===== src/rtl/apb_pkg.sv =====
// Shared constants for the APB slave front-end: FSM state encodings, wait-counter width
// and bit positions of the individual error causes folded into pslverr.
package apb_pkg;

    localparam logic [1:0] ST_IDLE = 2'd0;
    localparam logic [1:0] ST_WAIT = 2'd1;
    localparam logic [1:0] ST_RESP = 2'd2;

    // Wide enough for the largest wait-state setting (15).
    localparam int CNT_W = $clog2(16);

    localparam int ERR_RANGE = 0;  // paddr beyond decoded window
    localparam int ERR_ALIGN = 1;  // paddr not word aligned
    localparam int ERR_RSTRB = 2;  // read issued with non-zero pstrb
    localparam int ERR_REG   = 3;  // register file rejected the address
    localparam int ERR_PROT  = 4;  // non-privileged write
    localparam int ERR_W     = 5;

    typedef logic [ERR_W-1:0] err_vec_t;

endpackage


===== src/rtl/apb_wait_ctr.sv =====
// Loadable down-counter for APB wait states; done_o flags the last wait cycle (count of one).
module apb_wait_ctr
    import apb_pkg::*;
(
    input  logic             clk,
    input  logic             rst_n,
    input  logic             load_i,
    input  logic [CNT_W-1:0] load_val_i,
    input  logic             dec_i,
    output logic             done_o
);

    logic [CNT_W-1:0] cnt_q, cnt_d;

    // NOTE: every combinational output gets a default first so no path leaves it unassigned (no latch).
    always_comb begin
        cnt_d = cnt_q;
        if (load_i) begin
            cnt_d = load_val_i;
        end else if (dec_i && (cnt_q != '0)) begin
            cnt_d = cnt_q - CNT_W'(1);
        end
    end

    // NOTE: state registers use non-blocking assignments so all flops update together at the edge.
    always_ff @(posedge clk or negedge rst_n) begin
        if (!rst_n) begin
            cnt_q <= '0;
        end else begin
            cnt_q <= cnt_d;
        end
    end

    assign done_o = (cnt_q == CNT_W'(1));

endmodule


===== src/rtl/apb_slave_ctrl.sv =====
// APB4 slave front-end for the timer register file: wait states, decode, strobes, registered read data.
// Optional privilege check on writes is enabled by defining APB_PPROT_CHECK_EN.
module apb_slave_ctrl
    import apb_pkg::*;
#(
    parameter int                   DATA_SIZE   = 32,
    parameter int                   ADDR_SIZE   = 32,
    localparam int                  PSTRB_SIZE  = DATA_SIZE / 8,
    parameter int                   WAIT_CYCLES = 1,
    parameter logic [ADDR_SIZE-1:0] ADDR_RANGE  = 'h400
) (
    input  logic                  pclk,
    input  logic                  prst_n,
    input  logic                  psel,
    input  logic                  penable,
    input  logic                  pwrite,
    input  logic [ADDR_SIZE-1:0]  paddr,
    input  logic [DATA_SIZE-1:0]  pwdata,
    input  logic [PSTRB_SIZE-1:0] pstrb,
`ifdef APB_PPROT_CHECK_EN
    input  logic [2:0]            pprot,
`endif
    output logic [DATA_SIZE-1:0]  prdata,
    output logic                  pready,
    output logic                  pslverr,
    output logic [ADDR_SIZE-1:0]  reg_addr,
    output logic [DATA_SIZE-1:0]  reg_wdata,
    output logic [DATA_SIZE-1:0]  reg_wmask,
    output logic                  reg_wr_en,
    output logic                  reg_rd_en,
    input  logic [DATA_SIZE-1:0]  reg_rdata,
    input  logic                  reg_err
);

    logic [1:0]            state_q, state_d;
    logic [ADDR_SIZE-1:0]  addr_q, addr_d;
    logic [DATA_SIZE-1:0]  wdata_q, wdata_d;
    logic [PSTRB_SIZE-1:0] strb_q, strb_d;
    logic                  write_q, write_d;
    err_vec_t              cause_q, cause_d;
    logic [DATA_SIZE-1:0]  prdata_q, prdata_d;

    logic                  setup;
    err_vec_t              setup_cause, entry_cause;
    logic                  entry_write;
    logic [DATA_SIZE-1:0]  entry_rdata;
    logic                  ctr_load, ctr_dec, ctr_done;

`ifdef APB_PPROT_CHECK_EN
    logic unused_pprot;
    assign unused_pprot = ^pprot[2:1];
`endif

    assign setup = (state_q == ST_IDLE) && psel && !penable;

    always_comb begin
        setup_cause            = '0;
        setup_cause[ERR_RANGE] = (paddr >= ADDR_RANGE);
        setup_cause[ERR_ALIGN] = |paddr[1:0];
        setup_cause[ERR_RSTRB] = !pwrite && (|pstrb);
`ifdef APB_PPROT_CHECK_EN
        setup_cause[ERR_PROT]  = pwrite && !pprot[0];
`else
        setup_cause[ERR_PROT]  = 1'b0;
`endif
    end

    // Values sampled on the edge that enters RESP; with zero wait states that edge is the setup edge.
    always_comb begin
        entry_cause          = setup ? setup_cause : cause_q;
        entry_cause[ERR_REG] = reg_err;
        entry_write          = setup ? pwrite : write_q;
        entry_rdata          = (entry_write || (|entry_cause)) ? '0 : reg_rdata;
    end

    always_comb begin
        state_d  = state_q;
        addr_d   = addr_q;
        wdata_d  = wdata_q;
        strb_d   = strb_q;
        write_d  = write_q;
        cause_d  = cause_q;
        prdata_d = prdata_q;
        ctr_load = 1'b0;
        ctr_dec  = 1'b0;
        case (state_q)
            ST_IDLE: begin
                if (setup) begin
                    addr_d   = paddr;
                    wdata_d  = pwdata;
                    strb_d   = pstrb;
                    write_d  = pwrite;
                    cause_d  = setup_cause;
                    ctr_load = 1'b1;
                    if (WAIT_CYCLES == 0) begin
                        cause_d  = entry_cause;
                        prdata_d = entry_rdata;
                        state_d  = ST_RESP;
                    end else begin
                        state_d  = ST_WAIT;
                    end
                end
            end
            ST_WAIT: begin
                if (!psel) begin
                    state_d = ST_IDLE;
                end else if (ctr_done) begin
                    cause_d  = entry_cause;
                    prdata_d = entry_rdata;
                    state_d  = ST_RESP;
                end else begin
                    ctr_dec = 1'b1;
                end
            end
            ST_RESP: begin
                state_d  = ST_IDLE;
                prdata_d = '0;
            end
            default: state_d = ST_IDLE;
        endcase
    end

    always_ff @(posedge pclk or negedge prst_n) begin
        if (!prst_n) begin
            state_q  <= ST_IDLE;
            addr_q   <= '0;
            wdata_q  <= '0;
            strb_q   <= '0;
            write_q  <= 1'b0;
            cause_q  <= '0;
            prdata_q <= '0;
        end else begin
            state_q  <= state_d;
            addr_q   <= addr_d;
            wdata_q  <= wdata_d;
            strb_q   <= strb_d;
            write_q  <= write_d;
            cause_q  <= cause_d;
            prdata_q <= prdata_d;
        end
    end

    apb_wait_ctr u_wait_ctr (
        .clk        (pclk),
        .rst_n      (prst_n),
        .load_i     (ctr_load),
        .load_val_i (CNT_W'(WAIT_CYCLES)),
        .dec_i      (ctr_dec),
        .done_o     (ctr_done)
    );

    assign pready    = (state_q == ST_RESP);
    assign pslverr   = pready && (|cause_q);
    assign reg_wr_en = pready && psel && penable && !(|cause_q) && write_q;
    assign reg_rd_en = pready && psel && penable && !(|cause_q) && !write_q;
    assign prdata    = prdata_q;
    assign reg_wdata = wdata_q;
    // The register file sees the incoming address during setup so zero-wait reads can be captured.
    assign reg_addr  = setup ? paddr : addr_q;

    for (genvar i = 0; i < PSTRB_SIZE; i++) begin : g_wmask
        assign reg_wmask[i*8 +: 8] = {8{strb_q[i]}};
    end

endmodule

===== config.mk =====
export PLATFORM = sky130hd
export DESIGN_NAME = apb_slave_ctrl
export DESIGN_NICKNAME = d
export VERILOG_FILES = /design/src/rtl/apb_pkg.sv /design/src/rtl/apb_wait_ctr.sv /design/src/rtl/apb_slave_ctrl.sv
export SDC_FILE = /design/constraint.sdc
export NUM_CORES = 1
export LEC_CHECK = 0
export ABC_AREA = 1
export BUFFER_PORTS_ARGS = -buffer_cell sky130_fd_sc_hd__buf_2
export CAP_MARGIN = 20
export CORE_ASPECT_RATIO = 1.75
export CORE_MARGIN = 5
export CORE_UTILIZATION = 47
export CTS_BUF_LIST = sky130_fd_sc_hd__clkbuf_16
export DETAILED_ROUTE_END_ITERATION = 6
export PLACE_DENSITY = 0.8
export SLEW_MARGIN = 40
export SYNTH_ARGS = -nofsm -noshare
export SYNTH_HDL_FRONTEND = slang
export SYNTH_SLANG_ARGS = --single-unit

===== constraint.sdc =====
create_clock -name pclk -period 2 [get_ports pclk]
set_input_delay 0.1 -clock pclk [delete_from_list [all_inputs] [get_ports pclk]]
set_output_delay 0.1 -clock pclk [all_outputs]
set_load 0.02 [all_outputs]

### After elaboration in Yosys (flattened, before gate mapping)

Index checks and enable logic that the tools add are counted.

| cells by class | value |
|---|---|
| bitwise gates (word level) | 0 |
| multiply operators | 0 |
| equal/unequal tests | 7 |
| multiplexer cells | 21 |
| magnitude comparators | 1 |
| shift operators | 0 |
| add/sub/neg operators | 1 |
| reduce and logical (&&, ||, !) cells | 29 |
| div/mod/pow operators | 0 |

Operators by type and width:

| kind | count |
|---|---|
| 32-bit 2-to-1 mux | 4 |
| 32-bit one-hot mux with 2 select lines | 1 |
| 32-bit by 11-bit greater-or-equal comparator with 1-bit output, second input constant | 1 |
| 5-bit 2-to-1 mux | 3 |
| 1-bit logical AND | 10 |
| 5-bit one-hot mux with 2 select lines | 1 |
| 5-bit OR reduction | 2 |
| 4-bit 2-to-1 mux | 2 |
| 1-bit 2-to-1 mux | 6 |
| 2-bit 2-to-1 mux | 3 |
| 2-bit inequality test, second input constant | 3 |
| 3-bit AND reduction | 2 |
| 2-bit nonzero test | 3 |
| 4-bit by 1-bit equality test with 1-bit output, second input constant | 1 |
| 1-bit logical NOT | 4 |
| 2-bit one-hot mux with 2 select lines | 1 |
| 2-bit AND reduction | 2 |
| 4-bit AND reduction | 1 |
| 4-bit nonzero test | 1 |
| 4-bit OR reduction | 1 |
| 4-bit by 1-bit subtractor with 4-bit output, second input constant | 1 |
| 3-bit inequality test, second input constant | 1 |
| 2-bit by 1-bit equality test with 1-bit output, second input constant | 1 |
| 2-bit equality test, second input constant | 1 |
| 3 further kinds | 3 |

| word-level totals | value |
|---|---|
| flip-flop bits (word level) | 112 |
| bits in read-only memories | 0 |
| word-level logic and storage cells | 68 |
| input bits | 106 |
| memories | 0 |
| output and inout port bits | 132 |
| bits in writable memories | 0 |
| latch bits | 0 |

### Depth between registers and ports, before layout

Gate-level depths: netlist of run 1.

| depth | value |
|---|---|
| depth after elaboration | 10 |
| gate-level depth with buffers | 10 |
| depth with buffers taken out | 9 |

### Cells and area by module

From an unflattened synthesis of run 1, not the netlist that was laid out.

| second synthesis, totals | value |
|---|---|
| cells, all modules | 678 |
| area, all modules | 5450.2 sq um |

By module, submodules not included:

| module | cells each | instances | sequential area each (sq um) | area an instance (sq um) |
|---|---|---|---|---|
| apb_slave_ctrl | 641 | 1 | 2702.6 | 5168.7 |
| apb_wait_ctr | 37 | 1 | 100.1 | 281.5 |

### Worst setup path before layout of run 1

No wires, ideal clock.

| timing path | value |
|---|---|
| path kind | register to output |
| start | reg state_q[1] |
| end | out reg_addr[16] |
| setup slack | 0.402 ns |
| required time | 1.900 ns |
| stages on the path, launching flop included | 6 |
| arrival | 1.498 ns |
| cells stage by stage | dfrtp_1 nor2_4 nand2_4 buf_2 buf_2 o21ai_0 |

| on the way | value |
|---|---|
| longest elaborated chain between the ends | 4 |

RTL lines:

| item | RTL line | source |
|---|---|---|
| start: declaration | apb_slave_ctrl.sv:35 | `logic [1:0] state_q, state_d;` |
| start signal: assignment | apb_slave_ctrl.sv:133 | `state_q <= state_d;` |
| 2-bit logical NOT | apb_slave_ctrl.sv:54 | `assign setup = (state_q == ST_IDLE) && psel && !penable;` |
| 1-bit logical AND (2 in a row) | apb_slave_ctrl.sv:54 |  |
| 32-bit 2-to-1 mux | apb_slave_ctrl.sv:159 | `assign reg_addr = setup ? paddr : addr_q;` |
| end: declaration | apb_slave_ctrl.sv:26 | `output logic [ADDR_SIZE-1:0] reg_addr,` |

No other way between the ends.

### Worst setup path after layout of run 1

| timing path | value |
|---|---|
| start | reg state_q[0] |
| end | out reg_addr[30] |

Same word-level chain as after synthesis.

==> impl_metrics.toml, run 1 <==
[status]
run_status = "completed"

[global_routing]
antenna_found_initial = 0
grt_pass1_wl_um = 23600
gr-usage-all-layers_pct = 22.8
grt_pass1_vias = 5069
grt_max_degree = 45
grt_overflow_total = 0

[drt]
via_per_inst = 4.78
routed_wl_um = 14900
drt_iter0_markers = 202
dr.pass1.iters = 4
drc = 0
wl_per_cell_um = 14.2
drtAntennaViolNets = 0
vias = 5028

[sta]
worst_slew_pin_slew_ps = 569
hold_violations = 0
drv_slew = 0
rsz0062_at_grt = "no"
fin_crit_ps = 1900
period_share_pct = 94.8
fmax_mhz = 527
setup_tns_ps = 0
maxSlewHeadroom_pct = 62.0
setup_viol = 0
fin_skew_ps = 7.16
worst_slack_ps = 104

[hold_path]
hp-class = "in2reg"

[cells_and_area]
syn2layout_area_growth_pct = 39.0
drive_above_1_share_pct = 30.0
diodes = 0
nets = 1024

[clocking]
cts_tree = "done"
clk_transition_reported_paths_ps = 80
clk_latency_ps = 340
cts-buffers-inserted = 9
root_buffer = "clkbuf_16"
cts_buffer_depth = 2
h-tree-depth = 3
numClockSinks = 112

[critical_path]
arrival_ps = 1800
critical_path_class = "reg2out"
setup.worst_path.end_class = "primary output"
worstPathRequired_ps = 1900
critical_path.max_fanout = 20
cp-start-kind = "flip-flop"

[floorplanning]
row_count = 50
die_h_um = 148
io_pins = 238
core_area_um2 = 10700
die-area_um2 = 13200
die_w_um = 89.0
start_util_pct = 48.0

[logic_synthesis]
synthesis.area_um2 = 5140
syn_avg_cell_area_um2 = 7.80
ys_seq_elements = 112
synth_area_leaders = "dfrtp_1 (55%), nand2_1 (21%), buf_4 (4.5%)"
seq_area_frac_synth_pct = 54.6
synth_cell_types = 21
synthArstFlopShare_pct = 100
synth_top_area_share_pct = 54.6
synth_nets = 767
yosys-top-cells-count = "nand2_1 (286), dfrtp_1 (112), inv_1 (62)"
synth-main-ff-cell = "dfrtp_1"
synth_top_area_cell = "dfrtp_1"
synth_edf_count = 0
yosysMostFrequentCell = "nand2_1"
yosysWarnings = 0
syn_inst = 659

[placed_design]
dp_slack_ps = 286
place_congestion = 0.886
io_buffers = 237
place_hpwl_um = 10200

[power_and_ir_drop]
power_leakage_nw = 4.39
power_density_nw_per_um2 = 1140
max-vdd-ir-drop_mv = 0.765

[flow_run]
cap_violations = 0
-- layout make-up --
type | count | area, um2
flip-flops and latches | 112 | 2800
repair buffers | 302 | 1880
inverters | 65 | 249
well taps | 130 | 163
clock buffers | 9 | 225
multi-input cells | 426 | 1760
clock inverters | 7 | 55.1
fillers | 884 | 3560
-- layout by cell type (no fill, tap or decap), drive strengths merged --
| cell | synthesis | final |
|---|---|---|
| nand2 | 287 | 287 |
| buf | 43 | 250 |
| dfrtp | 112 | 112 |
| inv | 65 | 68 |
| nor2 | 59 | 59 |
| dlygate4sd3 | 0 | 51 |
| nand3 | 39 | 39 |
| o21ai | 28 | 28 |
| clkbuf | 13 | 10 |
| nand4 | 5 | 5 |
| nor3 | 3 | 3 |
| clkinv | 0 | 3 |
| ha | 2 | 2 |
| nor4 | 1 | 1 |
| a21oi | 1 | 1 |
| o22ai | 1 | 1 |
| clkinvlp | 0 | 1 |
-- cell families (layout without fill, tap and decap cells) --
group           count (synthesis)  count (layout)  share of synthesized area [%]
compound gates                 30              30                           2.95
buf+inv                       121             383                           11.4
fa+ha+maj                       2               2                          0.487
simple gates                  394             394                           30.6
flops                         112             112                           54.6
-- through the flow --
stage	util [%]	power, W	instances	hold WS, ps	instance area, um2
6_report	66.7	0.00812	1051	9.01	7140
5_1_grt	66.7	0.00866	1051	24.6	7140
4_1_cts	66.2	0.00811	1047	1.77	7080
3_5_place_dp	58.7	0.00630	980	137	6280
3_3_place_gp	58.7	0.00622	980	142	6280
2_1_floorplan	-	0.00539	659	-196	5140
-- per-layer routing --
metal | wire length (um) | vias up | global-route usage (%) | share of wire [%]
met3 | 1090 | 63 | 4.38 | 7.3
li1 | - | 2480 | - | -
met5 | 0 | - | 0 | 0
met1 | 5330 | 2261 | 25.8 | 36
met4 | 814 | 0 | 12.4 | 5.4
met2 | 7710 | 224 | 39.4 | 52
-- flip-flops by register name (all words and copies together) (netlist names) --
name,flops
addr_q,32
prdata,32
reg_wdata,32
cause_q,5
strb_q,4
u_wait_ctr.cnt_q,4
state_q,2
write_q,1
-- path summary, 6_finish.rpt --
kind                                 to  slack [ps]  startpoint  cells past startpoint
min                          addr_q[24]           9   paddr[24]                      3
max                        reg_addr[30]         100  state_q[0]                      7
max in group asynchronous     strb_q[0]        1020      prst_n                      3
min in group asynchronous  reg_wdata[0]         320      prst_n                      2
max reg2reg                   prdata[8]         290  state_q[0]                     10
min reg2reg                  addr_q[28]         470  addr_q[28]                      2
-- worst max-delay path, cell delays in order, from the launching register on --
cell	delay [ps]
dfrtp_1	430
nor2_4	210
nand2_8	140
inv_6	160
buf_16	170
nand2_1	90
nand2_1	80
buf_2	160
-- where the power goes --
part           switching [W]  internal (W)
Combinational        0.00222       0.00110
Sequential          0.000279       0.00283
Clock               0.000837      0.000862
-- what timing repair did --
item                                    4_1_cts  5_1_grt
cloned                                        0        1
hold endpoints to repair                     91        0
buffers inserted                              0        3
hold buffers                                 51        0
pin swaps                                     0        1
gates resized for setup                       4        1
endpoints found under the setup margin       24       28
Note: power is estimated with default switching activity, not from simulation.
==> run 2: changes to the inputs <==
Settings changed: ABC_AREA 1 to 0, REMOVE_ABC_BUFFERS from default to 1.
==> impl_metrics.toml, run 2 <==
[status]
run_status = "finished, violations left"
violations = "negative setup slack"

[floorplanning]
row_count = 50
die_w_um = 89.4
io_pins = 238
core_area_um2 = 10800
start_util_pct = 48.2
die_h_um = 149
die-area_um2 = 13300

[sta]
fmax_mhz = 489
worst_slack_ps = -45.4
rsz0062_at_grt = "yes"
period_share_pct = 102
maxSlewHeadroom_pct = 60.2
setup_viol = 9
fin_crit_ps = 2050
holdWs_ps = 18.7
hold_violations = 0
setup_tns_ps = -157
fin_skew_ps = 9.39
worst_slew_pin_slew_ps = 598
drv_slew = 0

[cells_and_area]
drive_above_1_share_pct = 36.2
syn2layout_area_growth_pct = 42.6
diodes = 0
layout_common_cells = "nand2_1 (272), buf_2 (233), dfrtp_1 (110)"
finalNonFillerCells = 973
nets = 946
fillCellCount = 790
layout_commonest_cell = "nand2_1"

[logic_synthesis]
synthArstFlopShare_pct = 100
seq_area_frac_synth_pct = 54.1
synth_top_area_cell = "dfrtp_1"
syn_inst = 565
synthesis.area_um2 = 5180
synth_area_leaders = "dfrtp_1 (54%), nand2_1 (20%), o31ai_2 (7.0%)"
yosys-top-cells-count = "nand2_1 (273), dfrtp_1 (112), nand3b_1 (32)"
syn_avg_cell_area_um2 = 9.17
yosysMostFrequentCell = "nand2_1"
synth_top_area_share_pct = 54.1
ys_seq_elements = 112
synth_edf_count = 0
yosysWarnings = 0
synth-main-ff-cell = "dfrtp_1"
synth_cell_types = 34

[clocking]
numClockSinks = 112
clk_latency_ps = 340
root_buffer = "clkbuf_16"
h-tree-depth = 3
cts-buffers-inserted = 9
clk_transition_reported_paths_ps = 70
cts_buffer_depth = 2
cts_tree = "done"

[critical_path]
worstPathRequired_ps = 1900
cp-start-kind = "flip-flop"
critical_path_class = "reg2out"
slowest_delay_ps = 600
setup.worst_path.end_class = "primary output"
cp_top_family = "simple AND/OR/NAND/NOR gates"
critical_path.max_fanout = 25
cp_num_buf_inv = 2
slowest_stage = "or4b_4"
arrival_ps = 1950
crit_path_frequent_cell = "nand2_1"
path_cells = "or4b_4 > buf_12 > nand2_1 > nand2_1 > buf_2"

[drt]
vias = 5046
drt_iter0_markers = 165
drc = 0
met3_length_um = 1060
dr.max_layer_used = "met4"
dr.pass1.iters = 6
wl_met1_um = 5730
wl_met2_um = 8290
drtAntennaViolNets = 0
routed_wl_um = 15800
via_per_inst = 5.19
wl_per_cell_um = 16.2

[power_and_ir_drop]
power_density_nw_per_um2 = 922
max-vdd-ir-drop_mv = 0.502
power_leakage_nw = 4.06

[placed_design]
dp_cells = 885
io_buffers = 237
place_hpwl_um = 10500
place_congestion = 0.835

[global_routing]
grt_pass1_wl_um = 24000
grt_max_degree = 53
grt_overflow_total = 0
gr-usage-all-layers_pct = 23.2
grt_pass1_vias = 5125
antenna_found_initial = 0

[hold_path]
hp-class = "in2reg"

[flow_run]
cap_violations = 0
run 2: area by class of cell:
class	instances	area, um2	area share, %
clock buffers	9	225	3.05
clock inverters	7	38.8	0.525
inverters	4	15.0	0.203
multi-input cells	389	2020	27.4
flip-flops and latches	112	2810	37.9
well taps	130	163	2.20
repair buffers	322	2120	28.7
run 2: cells by family (layout without fill, tap and decap cells):
family                   count (synthesis)  after routing  share of synthesized area, %
flip-flops                             112            112                          54.1
adder cells (fa/ha/maj)                  2              2                         0.483
buffers and inverters                   64            342                          7.41
AO/OA/AOI/OAI                           46             46                          9.17
AND/OR/NAND/NOR                        339            339                          28.5
XOR/XNOR                                 2              2                         0.338
run 2: repair_timing:
item                       CTS  global route
hold endpoints to repair   111             0
gates resized for setup      6            12
setup endpoints to repair   32            35
gates cloned                 1             1
setup buffers                2             0
hold buffers                68             0
pin swaps                    2             1
run 2: per-stage QoR:
step	utilization, %	total power, W	setup WS, ps	cell area (um2)
2_1_floorplan	-	0.00411	-1880	4810
3_3_place_gp	58.7	0.00497	53.3	6320
3_5_place_dp	58.8	0.00505	103	6330
4_1_cts	68.1	0.00681	-13.2	7330
5_1_grt	68.7	0.00718	-120	7390
6_report	68.7	0.00682	-45.4	7390
run 2: layer usage:
layer	global-route usage, %	vias to the layer above
met5	0	-
met4	11.7	0
met3	4.20	57
met1	26.5	2389
met2	40.2	253
li1	-	2347
run 2: power by group:
part	total, W	switching, W	internal (W)	leakage, nW
clock	0.00161	0.000779	0.000833	0.126
sequential	0.00283	0.000200	0.00263	1.44
combinational	0.00237	0.00155	0.000825	2.50
run 2: worst paths after layout:
path                            slack, ps           end  startpoint  cells past startpoint
max in group asynchronous             980    prdata[16]      prst_n                      3
worst max-delay path                  -50  reg_addr[16]  state_q[0]                      5
worst max register to register        100    prdata[15]  state_q[0]                      6
min in group asynchronous             330    addr_q[14]      prst_n                      2
worst min register to register        470     addr_q[4]   addr_q[4]                      2
worst min-delay path                   20     addr_q[0]    paddr[0]                      3
run 2: worst register-to-register path, stage by stage, from the launching register on:
cell and delay (ps):
dfrtp_2 440, nor4b_4 410, buf_4 210, nand3_1 70
o22a_2 220, buf_12 180, o31ai_2 290
==> run 3: changes to the inputs <==
Settings changed: CORE_ASPECT_RATIO 1.75 to 0.75.
==> impl_metrics.toml, run 3 (synthesized netlist as in run 2, its figures left out) <==
[cells_and_area]
nets = 950
fillCellCount = 767
drive_above_1_share_pct = 36.9
regArea_um2 = 2810
post-route-util_pct = 69.0
diodes = 0
syn2layout_area_growth_pct = 44.5
multi_input_area_um2 = 2030
layout_common_cells = "nand2_1 (273), buf_2 (234), dfrtp_1 (110)"
layout_commonest_cell = "nand2_1"

[placed_design]
place_congestion = 0.815
place_hpwl_um = 10500
io_buffers = 237

[drt]
via_per_inst = 5.11
drc = 0
routed_wl_um = 16200
wl_per_cell_um = 16.4
drtAntennaViolNets = 0
drt_iter0_markers = 278
vias = 5039
dr.pass1.iters = 5

[floorplanning]
die-area_um2 = 13300
row_count = 33
core_area_um2 = 10900
io_pins = 238
start_util_pct = 47.7
die_h_um = 101
die_w_um = 131

[sta]
fin_crit_ps = 1990
period_share_pct = 99.7
fin_skew_ps = 4.75
drv_slew = 0
maxSlewHeadroom_pct = 65.0
hold_violations = 0
fmax_mhz = 502
holdWs_ps = 18.3
rsz0062_at_grt = "yes"
setup_viol = 0
worst_slew_pin_slew_ps = 525

[clocking]
cts_buffer_depth = 2
clk_transition_reported_paths_ps = 70
h-tree-depth = 3
root_buffer = "clkbuf_16"
numClockSinks = 112
clk_latency_ps = 340
cts_tree = "done"
cts-buffers-inserted = 9

[critical_path]
worstPathRequired_ps = 1900
critical_path_class = "reg2out"
setup.worst_path.end_class = "primary output"
cp-start-kind = "flip-flop"
critical_path.max_fanout = 30
arrival_ps = 1890

[global_routing]
grt_pass1_vias = 5117
grt_overflow_total = 0
grt_pass1_wl_um = 26400
grt_max_degree = 56
antenna_found_initial = 0
gr-usage-all-layers_pct = 24.5

[status]
run_status = "completed"

[hold_path]
hp-class = "in2reg"

[flow_run]
cap_violations = 0

[power_and_ir_drop]
max-vdd-ir-drop_mv = 0.961
power_leakage_nw = 4.12
power_density_nw_per_um2 = 941
==> run 3: metrics by stage <==
step | worst slack (ps) | TNS (ps) | power, W | std cells | cell area (um2)
final | 6.10 | 0 | 0.00705 | 986 | 7490
after global routing | -78.2 | -823 | 0.00742 | 986 | 7490
after CTS | -3.99 | -4.88 | 0.00706 | 985 | 7460
after detailed placement | 3.23 | 0 | 0.00507 | 897 | 6370
after global placement | 123 | 0 | 0.00499 | 897 | 6360
after floorplan | -1880 | -134970 | 0.00411 | 505 | 4810
==> run 3: routing by layer <==
metal	track usage (%)	up-vias	part of all wire [%]
li1	-	2350	-
met1	30.0	2412	41
met2	43.2	234	50
met3	6.24	43	6.2
met4	7.75	0	2.9
met5	0	-	0
==> run 3: cell type report <==
type,count,share of cell area (%)
clock inverters,6,1.04
flip-flops and latches,112,37.5
well taps,140,2.34
inverters,4,0.201
repair buffers,326,28.8
multi-input cells,389,27.1
clock buffers,9,3.01
==> run 3: final timing paths <==
check	start	to	slack (ps)	cells past startpoint
max	state_q[0]	reg_addr[16]	6	5
min	paddr[14]	addr_q[14]	20	3
min in group asynchronous	prst_n	addr_q[4]	260	2
min reg2reg	addr_q[17]	addr_q[17]	470	2
max in group asynchronous	prst_n	reg_wdata[19]	1100	3
max reg2reg	state_q[0]	prdata[0]	160	6
==> run 3: power breakdown <==
group | switching (W) | internal (W) | total [W]
Clock | 0.000829 | 0.000989 | 0.00182
Sequential | 0.000212 | 0.00263 | 0.00284
Combinational | 0.00155 | 0.000834 | 0.00238
Total | 0.00259 | 0.00446 | 0.00705
==> run 3: repair_timing <==
action,in CTS,in global routing
pin swaps,2,0
setup buffers,3,1
gates cloned,2,0
hold endpoints to repair,96,0
resized for setup,5,6
endpoints found under the setup margin,33,40
hold buffers,68,0
==> run 3: worst max-delay path, stage by stage (launching register included) <==
cell,delay [ps]
dfrtp_2,440
or4b_4,570
buf_12,190
nand2_1,90
nand2_1,80
buf_4,170
